## src/rtl/rv32im_lsu_ctrl.sv

```systemverilog
// rv32im_lsu_ctrl: sequences a single load or store from the execute stage onto
// a req/gnt/rvalid data bus. Only one access can be outstanding at a time.
// The block generates byte enables, replicates write data across lanes, and
// extends load data. A bus watchdog turns a hung access into an error response.
// Optional feature: define LSU_MISALIGN_TRAP_EN to trap misaligned accesses.
// A trapped access never reaches the bus. When the macro is undefined, the low
// address bits below the access size are ignored.
module rv32im_lsu_ctrl #(
  parameter int ADDR_WIDTH     = 32,
  parameter int DATA_WIDTH     = 32,
  parameter int TIMEOUT_CYCLES = 255
) (
  input  logic                  clk_i,
  input  logic                  rst_ni,
  input  logic                  req_valid_i,
  output logic                  req_ready_o,
  input  logic                  req_we_i,
  input  logic [1:0]            req_size_i,
  input  logic                  req_unsigned_i,
  input  logic [ADDR_WIDTH-1:0] req_addr_i,
  input  logic [DATA_WIDTH-1:0] req_wdata_i,
  input  logic                  flush_i,
  output logic                  stall_o,
  output logic                  rsp_valid_o,
  output logic [DATA_WIDTH-1:0] rsp_rdata_o,
  output logic                  rsp_err_o,
  output logic                  mem_req_o,
  output logic                  mem_we_o,
  output logic [ADDR_WIDTH-1:0] mem_addr_o,
  output logic [3:0]            mem_be_o,
  output logic [DATA_WIDTH-1:0] mem_wdata_o,
  input  logic                  mem_gnt_i,
  input  logic                  mem_rvalid_i,
  input  logic [DATA_WIDTH-1:0] mem_rdata_i,
  input  logic                  mem_err_i
);

  // The counter is just wide enough to reach TIMEOUT_CYCLES. A value of 0
  // disables the watchdog.
  localparam int          CW     = (TIMEOUT_CYCLES > 0) ? $clog2(TIMEOUT_CYCLES + 1) : 1;
  localparam logic [CW-1:0] TO_LIM = CW'(TIMEOUT_CYCLES);

  typedef enum logic [1:0] {S_IDLE, S_REQ, S_WAIT, S_RESP} state_e;

  state_e                  state_q, state_d;
  logic                    we_q, we_d;
  logic [1:0]              size_q, size_d;
  logic                    uns_q, uns_d;
  logic [ADDR_WIDTH-1:0]   addr_q, addr_d;
  logic [DATA_WIDTH-1:0]   wdata_q, wdata_d;
  logic [DATA_WIDTH-1:0]   rdata_q, rdata_d;
  logic                    err_q, err_d;
  logic                    drop_q, drop_d;
  logic [CW-1:0]           cnt_q, cnt_d;
  logic [CW-1:0]           cnt_inc;
  logic                    to_hit;
  logic                    misalign;

  // Select the addressed lane and extend it. Size 11 falls through to word.
  function automatic logic [31:0] load_ext(input logic [31:0] d, input logic [1:0] sz,
                                           input logic uns, input logic [1:0] off);
    logic [31:0] sh;
    logic [31:0] r;
    sh = '0;
    r  = d;
    case (sz)
      2'b00: begin
        sh = d >> {off, 3'b000};
        r  = {{24{sh[7] & ~uns}}, sh[7:0]};
      end
      2'b01: begin
        sh = d >> {off[1], 4'b0000};
        r  = {{16{sh[15] & ~uns}}, sh[15:0]};
      end
      default: r = d;
    endcase
    return r;
  endfunction

  // Detect misaligned requests at the point of acceptance (trap build only).
  always_comb begin
    misalign = 1'b0;
`ifdef LSU_MISALIGN_TRAP_EN
    case (req_size_i)
      2'b01:   misalign = req_addr_i[0];
      2'b10:   misalign = |req_addr_i[1:0];
      2'b11:   misalign = 1'b1;
      default: misalign = 1'b0;
    endcase
`endif
  end

  assign cnt_inc = cnt_q + 1'b1;
  assign to_hit  = (TIMEOUT_CYCLES != 0) && (cnt_inc == TO_LIM);

  // Next-state logic and request/response capture.
  always_comb begin
    state_d = state_q;
    we_d    = we_q;
    size_d  = size_q;
    uns_d   = uns_q;
    addr_d  = addr_q;
    wdata_d = wdata_q;
    rdata_d = rdata_q;
    err_d   = err_q;
    drop_d  = drop_q;
    cnt_d   = cnt_q;
    case (state_q)
      S_IDLE: begin
        if (req_valid_i && !flush_i) begin
          we_d    = req_we_i;
          size_d  = req_size_i;
          uns_d   = req_unsigned_i;
          addr_d  = req_addr_i;
          wdata_d = req_wdata_i;
          cnt_d   = '0;
          drop_d  = 1'b0;
          if (misalign) begin
            state_d = S_RESP;
            err_d   = 1'b1;
            rdata_d = '0;
          end else begin
            state_d = S_REQ;
          end
        end
      end
      S_REQ: begin
        if (flush_i) drop_d = 1'b1;
        // The watchdog beats a grant that arrives in the expiry cycle. Once the
        // request is abandoned, no bus response is expected.
        if (to_hit) begin
          state_d = S_RESP;
          err_d   = 1'b1;
          rdata_d = '0;
        end else begin
          cnt_d = cnt_inc;
          if (mem_gnt_i) state_d = S_WAIT;
        end
      end
      S_WAIT: begin
        if (flush_i) drop_d = 1'b1;
        if (mem_rvalid_i) begin
          state_d = S_RESP;
          err_d   = mem_err_i;
          rdata_d = we_q ? '0 : load_ext(mem_rdata_i, size_q, uns_q, addr_q[1:0]);
        end else if (to_hit) begin
          state_d = S_RESP;
          err_d   = 1'b1;
          rdata_d = '0;
        end else begin
          cnt_d = cnt_inc;
        end
      end
      S_RESP: begin
        drop_d  = 1'b0;
        state_d = S_IDLE;
      end
      default: state_d = S_IDLE;
    endcase
  end

  // State and capture registers. Reset abandons any access in flight.
  always_ff @(posedge clk_i or negedge rst_ni) begin
    if (!rst_ni) begin
      state_q <= S_IDLE;
      we_q    <= 1'b0;
      size_q  <= 2'b00;
      uns_q   <= 1'b0;
      addr_q  <= '0;
      wdata_q <= '0;
      rdata_q <= '0;
      err_q   <= 1'b0;
      drop_q  <= 1'b0;
      cnt_q   <= '0;
    end else begin
      state_q <= state_d;
      we_q    <= we_d;
      size_q  <= size_d;
      uns_q   <= uns_d;
      addr_q  <= addr_d;
      wdata_q <= wdata_d;
      rdata_q <= rdata_d;
      err_q   <= err_d;
      drop_q  <= drop_d;
      cnt_q   <= cnt_d;
    end
  end

  // Drive the bus from the latched request, so the bus stays stable until gnt.
  always_comb begin
    mem_be_o    = 4'b1111;
    mem_wdata_o = wdata_q;
    case (size_q)
      2'b00: begin
        mem_be_o    = 4'b0001 << addr_q[1:0];
        mem_wdata_o = {4{wdata_q[7:0]}};
      end
      2'b01: begin
        mem_be_o    = addr_q[1] ? 4'b1100 : 4'b0011;
        mem_wdata_o = {2{wdata_q[15:0]}};
      end
      default: ;
    endcase
  end

  assign mem_req_o   = (state_q == S_REQ);
  assign mem_we_o    = we_q;
  assign mem_addr_o  = {addr_q[ADDR_WIDTH-1:2], 2'b00};

  assign req_ready_o = (state_q == S_IDLE);
  assign stall_o     = ((state_q == S_IDLE) && req_valid_i) || (state_q == S_REQ) ||
                       (state_q == S_WAIT);
  // A flush in the response cycle squashes that response as well.
  assign rsp_valid_o = (state_q == S_RESP) && !drop_q && !flush_i;
  assign rsp_rdata_o = rdata_q;
  assign rsp_err_o   = err_q;

endmodule

```

## config.mk

```make
export PLATFORM = sky130hd
export DESIGN_NAME = rv32im_lsu_ctrl
export DESIGN_NICKNAME = d
export VERILOG_FILES = /design/src/rtl/rv32im_lsu_ctrl.sv
export SDC_FILE = /design/constraint.sdc
export NUM_CORES = 1
export LEC_CHECK = 0
export ABC_AREA = 1
export ABC_CLOCK_PERIOD_IN_PS = 5400
export CORE_MARGIN = 3
export CORE_UTILIZATION = 50
export CTS_CLUSTER_DIAMETER = 150
export DETAILED_ROUTE_END_ITERATION = 6
export PLACE_DENSITY = 0.86
export SYNTH_ARGS = -nofsm -noshare
export SYNTH_HDL_FRONTEND = slang
export SYNTH_SLANG_ARGS = --single-unit
```

## constraint.sdc

```tcl
create_clock -name clk_i -period 5.4 [get_ports clk_i]
set_input_delay 0.81 -clock clk_i [delete_from_list [all_inputs] [get_ports clk_i]]
set_output_delay 0.81 -clock clk_i [all_outputs]
set_load 0.01 [all_outputs]
```

==> results.json, run 1 <==
{
  "worstMarginPinSlew_ps": 1049,
  "place.gp.congestion": 0.9085,
  "area_growth_pct": 34.28,
  "min_period_over_period": 0.6287,
  "io-pin-count": 213,
  "synthArstFlopShare": 1.000,
  "cts_inserted_buffers": 9,
  "vias": 5742,
  "start_kind": "register",
  "yosys_most_used_dff": "dfrtp_1",
  "critical_path_class": "reg2out",
  "dp_hpwl_um": 13490,
  "vias_per_cell": 5.187,
  "nets": 1048,
  "worstSetupStartpoint": "size_q[1]$_DFFE_PN0P_",
  "cp_max_fo": 28,
  "fmax_mhz": 294.5,
  "n_antenna_cell": 0,
  "slew_violations": 0,
  "synth.most_common_cell": "nand2_1",
  "crit_slowest_cell": "clkdlybuf4s50_1",
  "setup_ws_ps": 2005,
  "synthCells": 786,
  "grt_max_degree": 80,
  "crit_required_ps": 4590,
  "clockBufferDepth": 2,
  "synth.distinct_cells": 30,
  "ant_nets": 0,
  "synth_edf_count": 0,
  "worstPathCellList": "buf_4 -> nor2_2 -> inv_1 -> o211ai_1 -> clkdlybuf4s50_1",
  "drc": 0,
  "rsz0062_at_grt": "false",
  "rows": 40,
  "regArea_um2": 2803,
  "synth_warnings": 0,
  "cap_violations": 0,
  "drtPass1Iterations": 7,
  "die_w_um": 119.2,
  "initial_utilization": 0.5223,
  "num-fill-cells": 945,
  "track_usage": 0.2608,
  "cts_tree": "built",
  "synth_top_area_share": 0.4376,
  "die_area_um2": 14200,
  "critPathArrivalTime_ps": 2590,
  "status": "completed",
  "hold_viol": 0,
  "end_kind": "output port",
  "skew_ps": 7.514,
  "multiInputGateArea_um2": 2831,
  "p_per_area_nw_per_um2": 600.7,
  "cts_hold_buf": 0,
  "h-tree-depth": 3,
  "wl_um": 18310,
  "vdd_drop_max_mv": 0.3904,
  "ys_ff_latch": 112,
  "min_from": "addr_q[17]$_DFFE_PN0P_",
  "drive_gt1_frac": 0.1161,
  "wl_per_cell_um": 16.54,
  "clk_latency_ps": 360,
  "power_w": 0.005166,
  "finalSetupViolations": 0,
  "synth_top_cell_by_area": "dfrtp_1",
  "slowest_delay_ps": 590,
  "core_um2": 12260,
  "holdCritPathClass": "reg2reg",
  "yosysSeqAreaShare": 0.4376,
  "dp_slack_ps": 2268,
  "synth_common_cells": "210 x nand2_1, 112 x dfrtp_1, 76 x inv_1, 59 x nand3_1, 57 x mux2_2",
  "clkTransAtPathRegs_ps": 70,
  "fin_setup_tns_ps": 0,
  "grt_pass1_vias": 5652,
  "synthTopCellsByArea": "dfrtp_1 44%, nand2_1 12%, mux2_2 10%",
  "synth_area_per_cell_um2": 8.149,
  "cts_resized": 0,
  "grt_pass1_wl_um": 29370,
  "period_minus_slack_ps": 3395,
  "post_cts.repair.setup_buffers": 0,
  "syn_area_um2": 6405,
  "p_leak_nw": 4.082,
  "numPortBuffers": 210,
  "overflow": 0,
  "slew_headroom": 0.2965,
  "first_iter_violations": 549,
  "clock_sinks": 112,
  "die_h_um": 119.2,
  "antenna_found_initial": 0,
  "rr_startpoint": "state_q[0]$_DFFE_PN0P_",
  "cts_root_buffer": "clkbuf_16"
}
## per-layer routing
| layer | wire, µm | GRT usage |
|---|---|---|
| met1 | 7280 | 0.3262 |
| met2 | 8797 | 0.4228 |
| met3 | 1801 | 0.08642 |
| met4 | 432 | 0.09269 |
| met5 | 0 | 0 |
## power by group
group | total [W] | leakage (nW) | switching (W) | internal [W]
registers | 0.00153 | 1.32 | 0.000300 | 0.00123
clock network | 0.000740 | 0.160 | 0.000326 | 0.000415
logic | 0.00289 | 2.60 | 0.00149 | 0.00140
## cell type report
cell class / count / share of cell area
Clock buffer: 10 / 0.02662
Timing Repair Buffer: 214 / 0.2476
Clock inverter: 6 / 0.01135
Sequential cell: 112 / 0.3259
Multi-Input combinational cell: 517 / 0.3292
Tap cell: 168 / 0.02444
Inverter: 80 / 0.03491
## critical path, delay by kind of cell, from the launching register on
kind                   cells  cell delay (ps)
AO/OA/AOI/OAI              1              320
buffers and inverters      3             1170
flip-flops                 1              480
AND/OR/NAND/NOR            1              260
## flip-flops by register name, indices dropped and copies added, names as in the netlist
signal / flops
uns_q: 1
wdata_q: 32
mem_we_o: 1
size_q: 2
rsp_err_o: 1
drop_q: 1
rsp_rdata_o: 32
addr_q: 32
cnt_q: 8
state_q: 2
## per-stage QoR
| stage | hold WS, ps | instances | area (µm²) | util |
|---|---|---|---|---|
| 3_5_place_dp | 493.5 | 1091 | 8274 | 0.6748 |
| 2_1_floorplan | 458.1 | 787 | 6409 | - |
| 6_report | 509.2 | 1107 | 8601 | 0.7014 |
| 5_1_grt | 528.3 | 1107 | 8601 | 0.7014 |
| 4_1_cts | 510.3 | 1107 | 8601 | 0.7014 |
| 3_3_place_gp | 483.9 | 1091 | 8274 | 0.6748 |
## layout by cell type (no fill, tap or decap), types with 11 or more instances in the layout
| master | instances |
|---|---|
| a21oi_1 | 52 |
| clkdlybuf4s50_1 | 209 |
| dfrtp_1 | 112 |
| inv_1 | 76 |
| mux2_2 | 57 |
| nand2_1 | 210 |
| nand3_1 | 58 |
| nand4_1 | 11 |
| nor2_1 | 56 |
| o211ai_1 | 14 |
| o21ai_0 | 15 |
| or2_2 | 15 |
## cells by family (layout without fill, tap and decap cells)
| group | Yosys count | count (layout) | share of synthesized area |
|---|---|---|---|
| mux | 57 | 57 | 0.1002 |
| compound gates | 87 | 87 | 0.07619 |
| simple gates | 364 | 364 | 0.2489 |
| buf+inv | 158 | 310 | 0.1229 |
| other cells | 1 | 2 | 0.0005855 |
| flops | 112 | 112 | 0.4376 |
| fa+ha+maj | 7 | 7 | 0.01367 |
## worst paths after layout
check,to,slack (ps),cells past startpoint
min in group asynchronous,state_q[0]$_DFFE_PN0P_,540,1
min reg2reg,addr_q[17]$_DFFE_PN0P_,510,1
max,mem_wdata_o[31],2000,5
max in group asynchronous,rsp_rdata_o[16]$_DFFE_PN0N_,3740,2
min,addr_q[17]$_DFFE_PN0P_,510,1
max reg2reg,cnt_q[5]$_DFFE_PN0P_,2420,7
No activity file was read; power rests on OpenSTA's default activity.
==> run 2: changes to the inputs <==
Settings changed: ABC_CLOCK_PERIOD_IN_PS 5400 to 3400, CORE_UTILIZATION 50 to 47, PLACE_DENSITY 0.86 to 0.82.
Clock period 5.4 ns to 3.4 ns, I/O delays scaled along.
==> run 2 against run 1 <==
Against the previous run: total power is 56% higher; final cell count grew 1.5%; design area increased by 0.67%; count of clock-buffer cells in the layout is 1 higher; global-route usage decreased by 2.6 points; via count is 0.26% higher; first-iteration DRC count fell by 20%; sequential share of layout area fell by 0.22 points; routed wire length fell by 4.0%; non-clock buffer count up 9; register-to-register slack lost 1300 ps; largest cell class unchanged.
==> results.json, run 2 (synthesized netlist as in run 1, its figures left out) <==
{
  "status": "completed",
  "reg2reg_slack_ps": 1130,
  "crit_slowest_cell": "clkdlybuf4s50_1",
  "min_period_over_period": 0.8395,
  "globalRouteMet1Util": 0.3013,
  "start_kind": "register",
  "grt_pass1_vias": 5493,
  "n_antenna_cell": 0,
  "stdcell_count": 1124,
  "track_usage": 0.2352,
  "design_area_um2": 8658,
  "clockBufferDepth": 2,
  "numPortBuffers": 210,
  "drc": 0,
  "final_common_cell": "nand2_1",
  "cp_max_fo": 21,
  "wl_per_cell_um": 15.65,
  "initial_utilization": 0.4817,
  "power_w": 0.008064,
  "cts_root_buffer": "clkbuf_16",
  "vdd_drop_max_mv": 0.5311,
  "reg2regPathDepth": 9,
  "skew_ps": 8.408,
  "core_um2": 13300,
  "regArea_um2": 2803,
  "ant_nets": 0,
  "cts_hold_buf": 0,
  "die_area_um2": 15060,
  "end_kind": "output port",
  "wl_um": 17590,
  "cts_inserted_buffers": 9,
  "die_h_um": 122.7,
  "busiest_layer": "met2",
  "holdCritPathClass": "in2async",
  "worstMarginPinSlew_ps": 659.2,
  "placed_cell_area_um2": 8377,
  "grt_max_degree": 50,
  "cts_resized": 0,
  "slew_headroom": 0.5605,
  "first_iter_violations": 437,
  "place.gp.congestion": 0.8843,
  "cts_tree": "built",
  "rsz0062_at_grt": "false",
  "overflow": 0,
  "met2_usage": 0.3765,
  "vias_per_cell": 5.122,
  "p_leak_nw": 4.112,
  "antenna_found_initial": 0,
  "h-tree-depth": 3,
  "critical_path_class": "reg2out",
  "post_cts.repair.setup_buffers": 0,
  "worstPathCellList": "buf_4 -> nor2_2 -> inv_1 -> o211ai_1 -> clkdlybuf4s50_1",
  "rows": 42,
  "multiInputGateArea_um2": 2831,
  "dp_hpwl_um": 13270,
  "num-fill-cells": 1102,
  "hold_viol": 0,
  "fmax_mhz": 350.3,
  "vias": 5757,
  "finalSetupViolations": 0,
  "cap_violations": 0,
  "slowest_delay_ps": 570,
  "rr_startpoint": "state_q[0]$_DFFE_PN0P_",
  "clk_latency_ps": 360,
  "grt_use_met3": 0.08065,
  "reg2reg_to": "cnt_q[0]$_DFFE_PN0P_",
  "setup_ws_ps": 545.6,
  "clkTransAtPathRegs_ps": 80,
  "nets": 1057,
  "slew_violations": 0,
  "critPathArrivalTime_ps": 2340,
  "period_minus_slack_ps": 2854,
  "clock_sinks": 112,
  "drtPass1Iterations": 5,
  "layout_common_cells": "210 x nand2_1, 209 x clkdlybuf4s50_1, 112 x dfrtp_1, 76 x inv_1, 58 x nand3_1",
  "area_growth_pct": 35.18,
  "io-pin-count": 213,
  "fin_setup_tns_ps": 0,
  "place_inst": 1108,
  "dp_slack_ps": 953.5,
  "grt_pass1_wl_um": 27810,
  "die_w_um": 122.7,
  "p_per_area_nw_per_um2": 931.3,
  "drive_gt1_frac": 0.1245,
  "crit_required_ps": 2890
}
run 2: final cells by class:
type | count | share of cell area
Clock inverter | 5 | 0.004480
Clock buffer | 11 | 0.02803
Tap cell | 176 | 0.02543
Inverter | 80 | 0.03468
Multi-Input combinational cell | 517 | 0.3270
Timing Repair Buffer | 223 | 0.2566
Sequential cell | 112 | 0.3237
run 2: through the flow:
step                      hold WS [ps]  utilization
after floorplan                  214.4            -
after global placement           484.6       0.6301
after detailed placement         486.1       0.6301
after CTS                        205.0       0.6512
after global routing             217.5       0.6512
final                            180.7       0.6512
run 2: worst max-delay path by stage:
stage / startpoint / end / slack, ps / cells after the start
final: size_q[1]$_DFFE_PN0P_ / mem_wdata_o[26] / 550 / 5
after detailed placement: size_q[1]$_DFFE_PN0P_ / mem_wdata_o[26] / 950 / 5
after global placement: mem_rvalid_i / cnt_q[2]$_DFFE_PN0P_ / 1000 / 8
after global routing: size_q[1]$_DFFE_PN0P_ / mem_wdata_o[24] / 430 / 5
after floorplan: size_q[1]$_DFFE_PN0P_ / mem_wdata_o[16] / 1570 / 6
after CTS: size_q[1]$_DFFE_PN0P_ / mem_wdata_o[26] / 550 / 5
run 2: where the power goes:
group	total, W	switching [W]	internal (W)
logic	0.00464	0.00237	0.00227
clock network	0.00104	0.000512	0.000524
registers	0.00239	0.000425	0.00196
run 2: routing by layer:
| layer | part of all wire | wire, µm | vias up |
|---|---|---|---|
| met5 | 0 | 0 | - |
| met4 | 0.017 | 297 | 0 |
| met3 | 0.10 | 1810 | 21 |
| met2 | 0.47 | 8347 | 267 |
| met1 | 0.41 | 7130 | 2687 |
| li1 | - | - | 2782 |
run 2: worst max-delay path: cells and delay by family (launching register included):
| kind | cells | cell delay, ps |
|---|---|---|
| buf+inv | 3 | 1080 |
| compound gates | 1 | 270 |
| simple gates | 1 | 250 |
| flops | 1 | 390 |
